## src/rtl/tape_buf_reader.sv

```systemverilog
// Tape player byte-read front end: periodic read window, sequential prefetch
// window over the SDRAM tape image, and window stretching on a miss.
module tape_buf_reader #(
  parameter logic [24:0] BASE_ADDR   = 25'h0000000,
  parameter int          SLOT_PERIOD = 16,
  parameter int          EN_WIDTH    = 8,
  parameter int          DEPTH       = 4
) (
  input  logic        clk_sys,
  input  logic        reset,
  input  logic        flush,
  output logic        tape_rd_en,
  input  logic        tape_rd,
  input  logic [24:0] tape_addr,
  output logic [7:0]  tape_din,
  output logic        mem_req,
  output logic [24:0] mem_addr,
  input  logic        mem_ack,
  input  logic [7:0]  mem_dout,
  output logic        busy
);

  localparam int IW = $clog2(DEPTH);
  localparam int VW = IW + 1;
  localparam int SW = $clog2(SLOT_PERIOD);
  localparam logic [SW-1:0] LAST_SLOT   = SW'(SLOT_PERIOD - 1);
  localparam logic [SW-1:0] SAMPLE_SLOT = SW'(EN_WIDTH - 1);
  localparam logic [SW-1:0] EN_SLOTS    = SW'(EN_WIDTH);
  localparam logic [VW-1:0] FULL        = VW'(DEPTH);

  typedef enum logic [1:0] {IDLE, FETCH, DRAIN} state_t;

  state_t        r_state, w_stateNext;
  logic [24:0]   r_off, w_offNext;
  logic          r_started;
  logic [SW-1:0] r_slot;
  logic [24:0]   r_wbase;
  logic [VW-1:0] r_vcnt;
  logic          r_pend;
  logic [7:0]    r_din;
  logic [7:0]    r_mem [DEPTH];

  logic [24:0]   w_diff;
  logic          w_sample, w_hit, w_miss, w_ackFetch, w_deliver, w_store, w_freeze;
  logic [VW-1:0] w_used, w_dec, w_inc;

  // Entries live at slot offset[IW-1:0]; a contiguous window of at most
  // DEPTH offsets never aliases, so no read pointer is needed.
  always_comb begin
    w_diff     = tape_addr - r_wbase;
    w_sample   = r_started && (r_slot == SAMPLE_SLOT) && tape_rd && !r_pend && !flush;
    w_hit      = w_sample && (w_diff < 25'(r_vcnt));
    w_miss     = w_sample && !w_hit;
    w_ackFetch = (r_state == FETCH) && mem_ack;
    w_deliver  = w_ackFetch && !flush && (r_pend || (w_miss && (r_off == tape_addr)));
    w_store    = w_ackFetch && !flush && !r_pend && !w_miss;
    w_freeze   = (r_slot == SAMPLE_SLOT) && !w_deliver && !flush && (w_miss || r_pend);
    w_used     = w_diff[VW-1:0] + VW'(1);
    w_dec      = w_hit ? w_used : '0;
    w_inc      = w_store ? VW'(1) : '0;
  end

  assign tape_rd_en = r_started && (r_slot < EN_SLOTS);
  assign tape_din   = r_din;
  assign mem_addr   = BASE_ADDR + r_off;
  assign busy       = mem_req || r_pend;

  // Slot counter plus window bookkeeping; flush beats delivery beats miss.
  always_ff @(posedge clk_sys or posedge reset) begin
    if (reset) begin
      r_started <= 1'b0;
      r_slot    <= '0;
      r_wbase   <= '0;
      r_vcnt    <= '0;
      r_pend    <= 1'b0;
      r_din     <= '0;
    end else begin
      r_started <= 1'b1;
      if (r_started && !w_freeze)
        r_slot <= (r_slot == LAST_SLOT) ? '0 : r_slot + SW'(1);
      if (flush) begin
        r_vcnt <= '0;
        r_pend <= 1'b0;
      end else if (w_deliver) begin
        r_din   <= mem_dout;
        r_wbase <= r_off + 25'd1;
        r_vcnt  <= '0;
        r_pend  <= 1'b0;
      end else if (w_miss) begin
        r_pend  <= 1'b1;
        r_vcnt  <= '0;
        r_wbase <= tape_addr;
      end else begin
        if (w_hit) begin
          r_din   <= r_mem[tape_addr[IW-1:0]];
          r_wbase <= tape_addr + 25'd1;
        end
        r_vcnt <= r_vcnt - w_dec + w_inc;
      end
    end
  end

  // A prefetch always lands at wbase+vcnt, which stays the next slot even
  // when a hit retires entries in the same cycle.
  always_ff @(posedge clk_sys) begin
    if (w_store)
      r_mem[r_off[IW-1:0]] <= mem_dout;
  end

  always_ff @(posedge clk_sys or posedge reset) begin
    if (reset) begin
      r_state <= IDLE;
      r_off   <= '0;
    end else begin
      r_state <= w_stateNext;
      r_off   <= w_offNext;
    end
  end

  // An outstanding request is never withdrawn; unwanted data drains instead.
  always_comb begin
    w_stateNext = r_state;
    w_offNext   = r_off;
    mem_req     = 1'b0;
    case (r_state)
      IDLE: begin
        if (!flush && !w_miss) begin
          if (r_pend) begin
            w_stateNext = FETCH;
            w_offNext   = r_wbase;
          end else if (r_vcnt < FULL) begin
            w_stateNext = FETCH;
            w_offNext   = r_wbase + 25'(r_vcnt);
          end
        end
      end
      FETCH: begin
        mem_req = 1'b1;
        if (mem_ack)
          w_stateNext = IDLE;
        else if (flush || (w_miss && (r_off != tape_addr)))
          w_stateNext = DRAIN;
      end
      DRAIN: begin
        mem_req = 1'b1;
        if (mem_ack)
          w_stateNext = IDLE;
      end
      default: w_stateNext = IDLE;
    endcase
  end

endmodule

```

## config.mk

```make
export PLATFORM = sky130hd
export DESIGN_NAME = tape_buf_reader
export DESIGN_NICKNAME = d
export VERILOG_FILES = /design/src/rtl/tape_buf_reader.sv
export SDC_FILE = /design/constraint.sdc
export NUM_CORES = 1
export LEC_CHECK = 0
export ABC_AREA = 1
export BUFFER_PORTS_ARGS = -buffer_cell sky130_fd_sc_hd__buf_2
export CORE_UTILIZATION = 40
export DETAILED_ROUTE_END_ITERATION = 10
export SLEW_MARGIN = 10
export SYNTH_ARGS = -nofsm -noshare
export SYNTH_HDL_FRONTEND = slang
export SYNTH_SLANG_ARGS = --single-unit
```

## constraint.sdc

```tcl
create_clock -name clk_sys -period 6.2 [get_ports clk_sys]
set_input_delay 0.62 -clock clk_sys [delete_from_list [all_inputs] [get_ports clk_sys]]
set_output_delay 0.62 -clock clk_sys [all_outputs]
set_load 0.005 [all_outputs]
```

==> results of run 1 <==
through the flow:
step / hold slack, ns / power [W] / area [µm²] / worst slack (ns) / util (%)
after floorplan: 0.4665 / 0.002345 / 9040 / 1.074 / -
final: 0.4808 / 0.003540 / 9925 / 1.022 / 45.20
after global placement: 0.4578 / 0.002926 / 9615 / 0.8073 / 43.79
after CTS: 0.4780 / 0.003543 / 9925 / 1.050 / 45.20
after detailed placement: 0.4624 / 0.002935 / 9615 / 0.6778 / 43.79
after global routing: 0.4829 / 0.003843 / 9925 / 0.5735 / 45.20
power groups by stage:
stage / Combinational, W / Clock, W / Sequential, W
2_1_floorplan: 0.00129 / 0 / 0.00105
3_3_place_gp: 0.00177 / 0 / 0.00115
3_5_place_dp: 0.00178 / 0 / 0.00115
4_1_cts: 0.00179 / 0.000610 / 0.00114
5_1_grt: 0.00204 / 0.000631 / 0.00117
6_report: 0.00179 / 0.000600 / 0.00115
cell usage in the layout, fill, tap and decap left out, types with 2 or more instances in the layout:
master,synthesis,routed
clkbuf_16,0,9
nor2_1,85,85
dfrtp_1,69,69
nand2_1,481,481
inv_8,0,3
nand2_2,6,6
nand3_2,2,2
nor2_2,7,7
nor4_1,15,15
xor2_1,59,59
nand2_4,3,3
and2_1,2,2
a21oi_1,30,30
clkinv_8,0,2
fa_1,3,3
nor3_1,22,22
a32o_1,8,8
o21ai_0,23,23
edfxtp_1,32,32
nand3b_1,13,13
clkinv_1,5,5
inv_1,171,170
xnor2_1,32,32
buf_4,3,8
o21ai_1,8,8
inv_2,10,11
nand4_1,29,29
ha_1,42,42
or2_2,4,4
nand3_1,152,152
buf_2,4,73
o21bai_1,3,3
state kept, by name, summed over array words and instances (netlist names):
| register | cells |
|---|---|
| r_wbase | 25 |
| r_started | 1 |
| tape_din | 8 |
| r_vcnt | 3 |
| r_slot | 4 |
| r_off | 25 |
| r_state | 2 |
| r_mem | 32 |
| r_pend | 1 |
cell type report:
class,instances,area share (%)
multi-input combinational,1041,54.95
inverter,186,7.035
tap,280,3.530
sequential,101,27.08
clock buffer,9,2.269
timing repair buffer,81,4.286
clock inverter,7,0.8447
metal layers:
| layer | wire length [µm] | vias up | share of wire, % | track usage (%) |
|---|---|---|---|---|
| met5 | 0 | - | 0 | 0 |
| met4 | 1018 | 0 | 3.5 | 10.84 |
| met3 | 1513 | 62 | 5.3 | 3.015 |
| met2 | 13620 | 259 | 47 | 42.24 |
| met1 | 12570 | 4114 | 44 | 32.26 |
| li1 | - | 4476 | - | - |
worst paths after layout:
kind                       depth (start not counted)  slack [ns]                      end
setup / recovery                                  20        1.02   r_wbase[6]$_DFFE_PP0P_
hold / removal                                     1        0.48    r_mem[0][4]$_DFFE_PP_
setup reg to reg                                  18        1.09   r_wbase[6]$_DFFE_PP0P_
hold reg to reg                                    2        0.49  tape_din[2]$_DFFE_PP0P_
max in group asynchronous                          3        5.07   r_wbase[8]$_DFFE_PP0P_
min in group asynchronous                          3        0.54  tape_din[7]$_DFFE_PP0P_
synth_stat cells, types with 4 or more instances:
cell      count
nand2_1     481
inv_1       171
nand3_1     152
nor2_1       85
dfrtp_1      69
xor2_1       59
ha_1         42
edfxtp_1     32
xnor2_1      32
a21oi_1      30
nand4_1      29
clkbuf_1     23
o21ai_0      23
nor3_1       22
nor4_1       15
nand3b_1     13
inv_2        10
a32o_1        8
o21ai_1       8
nor2_2        7
buf_1         6
nand2_2       6
buf_6         5
clkinv_1      5
buf_2         4
or2_2         4
kinds of logic after synthesis:
kind of cell,synth area share [%]
AO/OA/AOI/OAI,5.038
XOR/XNOR,8.817
adder cells (fa/ha/maj),6.477
buffers and inverters,10.02
flip-flops,29.73
other,0.04148
AND/OR/NAND/NOR,39.88
==> results.ini, run 1 <==
[critical_path]
crit_slowest_cell=nand2_4
r2r-start=r_wbase[0]$_DFFE_PP0P_
crit_top_cell=nand2_4
critPathKind=in2reg
cp-start-kind=input pin
crit_chain=buf_2 > clkinv_1 > buf_4 > fa_1 > xnor2_1 > ha_1 > inv_1 > o21bai_1 > nor2_1 > nand3_1 > nor2_1 > nand3_1 > nor2_2 > nand3_4 > nand2_4 > nand2_4 > nand2_4 > nand2_2 > nand2_1 > nand2_1
arrival_ns=5.42
critPathTopFamily=simple AND/OR/NAND/NOR gates
end_kind=flop
slowest_delay_ns=0.63
cp_num_buf_inv=4
crit_required_ns=6.44
critical_path.max_fanout=61
crit_start=tape_addr[1]

[floorplan]
fp.dieArea_um2=23200
die_w_um=152.3
start_util_pct=41.17
top_level_ports=74
die_h_um=152.3
rows=54
core-area_um2=21960

[power_and_ir_drop]
power_density_nw_per_um2=356.7
clock_power_share_pct=16.9
ir_drop_mv=0.1792
switching_share_pct=49.01
p_seq_share_pct=32.4
leakage_nw=5.112
p_int_w=0.001805
switchingPower_w=0.001735
combPwrFrac_pct=50.7

[yosys]
syn_area_um2=9040
yosysWarnings=0
synth_cell_type_count=44
synth_top_area_cell=nand2_1
synthTopCellsByArea=nand2_1 20%, dfrtp_1 19%, edfxtp_1 11%
synth_top_area_share_pct=19.97
syn_area_per_cell_um2=6.603
ys_ff_latch=101
synth-edff-count=32
synthesis.instances=1369
syn_nets=1452
yosysSeqAreaShare_pct=29.73
synthFlopType=dfrtp_1
async_reset_ff_share_pct=68.32

[routing]
viasPerCell=5.226
drtPass1Iterations=8
drtIter0Drc=519
routedWlPerCell_um=16.84
drc=3
final_antenna_net_count=0
wirelength_mm=28.72
vias=8911

[placed_design]
globalplace.congestion=0.9598
dp_cells=1689
io_buffers=73
place_hpwl_mm=22.18

[clocking]
cts_resized=0
cts_sinks=101
htree_levels=3
cts_tree=yes
clkSlewWorstSetupHoldPaths_ns=0.08
clk_latency_ns=0.37
postCtsSetupBuffers=0
clock_path_buffers=2
root_buffer=clkbuf_16
cts_made_buffers=9
cts_hold_buffers=0

[timing]
rsz0062_at_grt=false
period_share_pct=83.52
maxSlewViolCount=0
clock_skew_ns=0.01274
finalCriticalPeriod_ns=5.178
fmaxAchievable_mhz=193.1
slew_headroom_pct=37.55
hold_viol_final=0
worstMarginPinSlew_ns=0.9368
setup_viol=0
tns_ns=0

[final_layout]
multi_input_area_um2=5454
n_fill_cell=2331
synthToLayoutAreaGrowth_pct=9.785
instances_no_fill=1705
drive_gt1_share_pct=9.474
diodes=0
regArea_um2=2688
nets=1503

[min_path]
hp-class=in2reg
hp-start=mem_dout[4]

[job]
maxCapViolCount=0

[run_status]
outcome=finished, violations left
violations=design-rule violations

[grt]
grt_overflow=0
grt_antenna_before_repair=0
grt_pass1_wl_mm=45.26
grt_pass1_vias=8461
grt_use_total_pct=25.04
grt_max_degree=70

Power figures use the tool's default switching activity.
==> inputs of run 2 (changes only) <==
--- a/config.mk
+++ b/config.mk
@@ -5,7 +5,7 @@
 export SDC_FILE = /design/constraint.sdc
 export NUM_CORES = 1
 export LEC_CHECK = 0
-export ABC_AREA = 1
+export ABC_AREA = 0
 export BUFFER_PORTS_ARGS = -buffer_cell sky130_fd_sc_hd__buf_2
 export CORE_UTILIZATION = 40
 export DETAILED_ROUTE_END_ITERATION = 10
==> constraint.sdc (replaced) <==
create_clock -name clk_sys -period 4.3 [get_ports clk_sys]
set_input_delay 0.43 -clock clk_sys [delete_from_list [all_inputs] [get_ports clk_sys]]
set_output_delay 0.43 -clock clk_sys [all_outputs]
set_load 0.005 [all_outputs]
==> results.ini, run 2 <==
[critical_path]
arrival_ns=4.81
r2r-end=r_vcnt[2]$_DFF_PP0_
rr_worst_depth=23
end_kind=flop
crit_required_ns=4.55
critical_path.max_fanout=2
critPathKind=reg2reg
r2r-start=r_wbase[0]$_DFFE_PP0P_
cp-start-kind=flop
rrSetupSlack_ns=-0.26

[power_and_ir_drop]
total_power_w=0.006096
leakage_nw=4.543
ir_drop_mv=0.2913
switchingPower_w=0.002615
power_density_nw_per_um2=574.8
combPwrFrac_pct=58.8
p_seq_share_pct=26.6
p_int_w=0.003481
clock_power_share_pct=14.6
switching_share_pct=42.89

[job]
maxCapViolCount=0

[clocking]
cts_tree=yes
root_buffer=clkbuf_16
cts_sinks=101
clk_latency_ns=0.36
clkSlewWorstSetupHoldPaths_ns=0.08
cts_made_buffers=9
htree_levels=3
clock_path_buffers=2

[routing]
vias=7952
routedWlPerCell_um=18.38
final_antenna_net_count=0
viasPerCell=5.511
wirelength_mm=26.52
drtPass1Iterations=6
drtIter0Drc=651
drc=0

[timing]
fin_hold_ws_ns=0.2802
fmaxAchievable_mhz=219.3
finalCriticalPeriod_ns=4.559
setup_ws_ns=-0.2592
rsz0062_at_grt=true
worstMarginPinSlew_ns=0.9853
maxSlewViolCount=0
clock_skew_ns=0.007701
period_share_pct=106.0
setup_viol=1
slew_headroom_pct=34.31
hold_viol_final=0

[floorplan]
top_level_ports=74
die_w_um=145.3
fp.dieArea_um2=21100
core-area_um2=20170
rows=52
die_h_um=145.3
start_util_pct=40.70

[grt]
grt_pass1_vias=7780
grt_pass1_wl_mm=42.01
grt_max_degree=51
grt_overflow=0
grt_antenna_before_repair=0
grt_use_total_pct=25.62

[final_layout]
final_common_cell=buf_4
largest_reg_flops=32
diodes=0
drive_gt1_share_pct=28.30
n_fill_cell=1909
synthToLayoutAreaGrowth_pct=29.19
final_util_pct=52.58
most-common-layout-cells=178 x buf_4, 88 x nor2_1, 86 x nand2_1
nets=1251

[yosys]
synth_top_family_by_area=simple AND/OR/NAND/NOR gates
synth_cell_type_count=83
syn_nets=1021
synth-simple-area-share_pct=21.90
syn_area_um2=8209
syn_area_per_cell_um2=8.752
yosysSeqAreaShare_pct=32.74
synth_top_area_cell=dfrtp_1
synth-edff-count=32
synth_xor_area_share_pct=9.496
synthFlopType=dfrtp_1
yosysWarnings=0
synth_most_common_cell=nor2_1
synth_fa_ha_area_share_pct=7.133
synth_compound_area_share_pct=18.49
ys_ff_latch=101
synthTopCellsByArea=dfrtp_1 21%, edfxtp_1 12%, ha_1 6.4%
synth_common_cells=89 x nor2_1, 86 x nand2_1, 73 x a21oi_1, 69 x dfrtp_1, 55 x xnor2_1
async_reset_ff_share_pct=68.32
synthesis.instances=938
muxShareOfSynthArea_pct=5.700
synth_top_area_share_pct=21.03

[run_status]
violations=negative setup slack
outcome=finished, violations left

[placed_design]
globalplace.congestion=0.9854
place_hpwl_mm=21.06
io_buffers=73

[min_path]
hp-class=in2async

## run 2: changes by cell type in the layout (fill, tap and decap cells not counted), sizes merged, moves of 15 or more
cell   before  now
and3        0   29
nand2     490   86
o21a        0   15
inv       185   55
nand3     155   34
buf        81  255
xor2       59   34
a21oi      30   79
mux2i       0   22
xnor2      32   55
## run 2: kinds of logic after synthesis
kind of cell	after synthesis
adder cells (fa/ha/maj)	45
flip-flops	101
multiplexers	36
XOR/XNOR	89
buffers and inverters	86
AO/OA/AOI/OAI	225
other	1
AND/OR/NAND/NOR	355
## run 2: power groups by stage
stage                     combinational [W]  clock, W  sequential (W)
after floorplan                     0.00192         0         0.00156
after global placement              0.00342         0         0.00163
after detailed placement            0.00342         0         0.00163
after CTS                           0.00346  0.000911         0.00162
after global routing                0.00393  0.000941         0.00166
final                               0.00358  0.000889         0.00162
## run 2: worst max path at each step
| stage | start | endpoint | slack [ns] |
|---|---|---|---|
| after floorplan | tape_addr[0] | r_vcnt[2]$_DFF_PP0_ | -0.36 |
| after global placement | tape_addr[0] | r_vcnt[2]$_DFF_PP0_ | -0.48 |
| after detailed placement | tape_addr[0] | r_vcnt[2]$_DFF_PP0_ | -0.61 |
| after CTS | r_wbase[0]$_DFFE_PP0P_ | r_vcnt[2]$_DFF_PP0_ | -0.34 |
| after global routing | r_wbase[0]$_DFFE_PP0P_ | r_vcnt[2]$_DFF_PP0_ | -0.54 |
| final | r_wbase[0]$_DFFE_PP0P_ | r_vcnt[2]$_DFF_PP0_ | -0.26 |
## run 2: layout make-up
class	count	area (µm²)	area share (%)
clock buffer	9	225.2	2.124
clock inverter	7	97.59	0.9202
inverter	50	187.7	1.770
multi-input combinational	751	5296	49.94
sequential	101	2688	25.34
tap	270	337.8	3.185
timing repair buffer	255	1773	16.72
## run 2: per-layer routing
metal | wire [µm] | part of all wire [%] | up-vias | GRT usage, %
li1 | - | - | 3881 | -
met1 | 11870 | 45 | 3786 | 34.56
met2 | 12460 | 47 | 244 | 42.21
met3 | 1472 | 5.6 | 41 | 3.679
met4 | 715 | 2.7 | 0 | 8.211
met5 | 0 | 0 | - | 0
## run 2: repair_timing
action | 4_1_cts | 5_1_grt
setup buffers | 2 | 1
pin swaps | 7 | 4
setup endpoints to repair | 2 | 8
resized for setup | 5 | 20
hold buffers | 0 | 0
## run 2: critical path, stage by stage, from the launching register on
cell and delay [ns]:
dfrtp_1 0.42, ha_2 0.20, fa_1 0.51, inv_2 0.06
ha_4 0.20, a21boi_4 0.13, o21ai_2 0.14, buf_4 0.14
o2111ai_4 0.11, nor4_2 0.15, nand4_1 0.12, a2111o_1 0.33
nor4b_4 0.28, nand2_1 0.11, nor3_2 0.16, ha_1 0.25
inv_1 0.06, ha_2 0.16, inv_2 0.04, fa_2 0.33
xnor2_1 0.14, xnor2_1 0.20, xnor2_1 0.14, nor2_1 0.06
## run 2: stage by stage
step | area (µm²) | setup TNS (ns) | setup WS [ns] | cells
after detailed placement | 10130 | -0.8339 | -0.6122 | 1424
after global placement | 10130 | -0.5704 | -0.4786 | 1424
after floorplan | 8233 | -0.3618 | -0.3618 | 938
after CTS | 10490 | -0.3671 | -0.3424 | 1442
final | 10610 | -0.2592 | -0.2592 | 1443
after global routing | 10610 | -0.7546 | -0.5357 | 1443
==> inputs of run 3 (changes only) <==
--- a/config.mk
+++ b/config.mk
@@ -13,3 +13,4 @@
 export SYNTH_ARGS = -nofsm -noshare
 export SYNTH_HDL_FRONTEND = slang
 export SYNTH_SLANG_ARGS = --single-unit
+export TNS_END_PERCENT = 1
==> results.ini, run 3 (synthesis gave the netlist of run 2 again) <==
[power_and_ir_drop]
switching_share_pct=42.76
switchingPower_w=0.002562
ir_drop_mv=0.2900
p_seq_share_pct=27.0
leakage_nw=4.533
power_density_nw_per_um2=569.4
clock_power_share_pct=14.9
combPwrFrac_pct=58.1
p_int_w=0.003429

[min_path]
hp-class=in2async

[timing]
hold_viol_final=0
slew_headroom_pct=34.17
maxSlewViolCount=0
period_share_pct=109.0
rsz0062_at_grt=true
fmaxAchievable_mhz=213.4
setup_viol=2
setup_ws_ns=-0.3852
finalCriticalPeriod_ns=4.685
clock_skew_ns=0.007876
tns_ns=-0.4425
worstMarginPinSlew_ns=0.9874

[grt]
grt_antenna_before_repair=0
grt_use_total_pct=25.62
grt_max_degree=51
grt_overflow=0
grt_pass1_vias=7780
grt_pass1_wl_mm=42.01

[placed_design]
place_hpwl_mm=21.06
io_buffers=73
place_ws_ns=-0.6122
globalplace.congestion=0.9854

[final_layout]
most-common-layout-cells=176 x buf_4, 89 x nor2_1, 86 x nand2_1
diodes=0
nets=1250
drive_gt1_share_pct=27.47
synthToLayoutAreaGrowth_pct=28.17
largest_reg_flops=32
final_common_cell=buf_4

[clocking]
cts_sinks=101
clock_path_buffers=2
clkSlewWorstSetupHoldPaths_ns=0.08
cts_hold_buffers=0
clk_latency_ns=0.36
root_buffer=clkbuf_16
htree_levels=3
cts_made_buffers=9
cts_tree=yes

[floorplan]
start_util_pct=40.70
top_level_ports=74
die_w_um=145.3
rows=52
core-area_um2=20170
fp.dieArea_um2=21100
die_h_um=145.3

[critical_path]
slowest_delay_ns=0.51
arrival_ns=4.94
crit_start=r_wbase[0]$_DFFE_PP0P_
cp_num_buf_inv=5
critical_path.max_fanout=2
crit_required_ns=4.55
end_kind=flop
critPathKind=reg2reg
crit_slowest_cell=fa_1
cp-start-kind=flop
r2r-start=r_wbase[0]$_DFFE_PP0P_
critPathTopFamily=adder cells
crit_chain=ha_2 > fa_1 > inv_2 > ha_1 > a21boi_0 > o21ai_1 > o211ai_1 > nor3_1 > nand4_1 > nor4_2 > and4b_1 > buf_6 > a31oi_4 > nor4_4 > inv_1 > ha_1 > inv_1 > ha_1 > inv_1 > fa_2 > xnor2_1 > xnor2_1 > xnor2_1 > nor2_1

[job]
maxCapViolCount=0

[routing]
vias=7972
drc=0
final_antenna_net_count=0
wirelength_mm=26.38
drtIter0Drc=623
viasPerCell=5.528
drtPass1Iterations=5
routedWlPerCell_um=18.30

[run_status]
outcome=finished, violations left
violations=negative setup slack

run 3: cell count changes in the layout (fill, tap and decap cells not counted), moves of 2 or more:
cell and delta:
nand3_2 -2, o21ai_1 +2, or4_4 +2, o21ai_2 -2, buf_4 -2, or4_1 -2, nand3_4 +2, ha_1 +2
run 3: what timing repair did:
item | 4_1_cts | 5_1_grt
gates resized for setup | 5 | 7
buffers inserted | 2 | 0
cloned | 0 | 0
pin swaps | 7 | 8
setup endpoints to repair | 2 | 8
run 3: power groups by stage:
stage / Sequential (W) / Combinational [W] / Clock, W
6_report: 0.00162 / 0.00348 / 0.000891
5_1_grt: 0.00166 / 0.00383 / 0.000941
4_1_cts: 0.00162 / 0.00346 / 0.000911
3_5_place_dp: 0.00163 / 0.00342 / 0
3_3_place_gp: 0.00163 / 0.00342 / 0
2_1_floorplan: 0.00156 / 0.00192 / 0
run 3: stage by stage:
step	cell area [µm²]	hold slack, ns	util [%]	power, W	std cells
floorplan	8233	0.5289	-	0.003478	938
global placement	10130	0.5536	50.24	0.005046	1424
detailed placement	10130	0.5625	50.24	0.005053	1424
CTS	10490	0.2885	52.02	0.005988	1442
global route	10520	0.2938	52.16	0.006427	1442
finish	10520	0.2782	52.16	0.005991	1442
run 3: routing by layer:
layer	part of all wire (%)	wire length [µm]	vias to the layer above	global-route usage [%]
met2	47	12290	263	42.21
met4	2.7	725	0	8.211
met3	5.7	1504	38	3.679
met1	45	11860	3792	34.56
li1	-	-	3879	-
met5	0	0	-	0
run 3: cell type report:
cell class / instances / area (µm²)
Sequential cell: 101 / 2688
Tap cell: 270 / 337.8
Clock inverter: 7 / 97.59
Clock buffer: 9 / 225.2
Inverter: 50 / 187.7
Timing Repair Buffer: 254 / 1769
Multi-Input combinational cell: 751 / 5216
Fill cell: 1931 / 9648
run 3: worst reg2reg max path, stage by stage, from the launching register on:
cell and delay (ns):
dfrtp_1 0.42, ha_2 0.20, fa_1 0.51, inv_2 0.04, ha_1 0.25, a21boi_0 0.13, o21ai_1 0.20, o211ai_1 0.13
nor3_1 0.20, nand4_1 0.13, nor4_2 0.30, and4b_1 0.25, buf_6 0.11, a31oi_4 0.10, nor4_4 0.17, inv_1 0.07
ha_1 0.26, inv_1 0.06, ha_1 0.13, inv_1 0.05, fa_2 0.33, xnor2_1 0.14, xnor2_1 0.20, xnor2_1 0.15
nor2_1 0.06
run 3: worst paths after layout:
kind	depth (start not counted)	endpoint	slack [ns]
max in group asynchronous	3	tape_din[0]$_DFFE_PP0P_	3.06
min reg2reg	2	tape_din[2]$_DFFE_PP0P_	0.58
max	24	r_vcnt[2]$_DFF_PP0_	-0.39
min in group clk_sys	1	r_mem[2][1]$_DFFE_PP_	0.30
max reg2reg	24	r_vcnt[2]$_DFF_PP0_	-0.39
min	2	r_wbase[18]$_DFFE_PP0P_	0.28
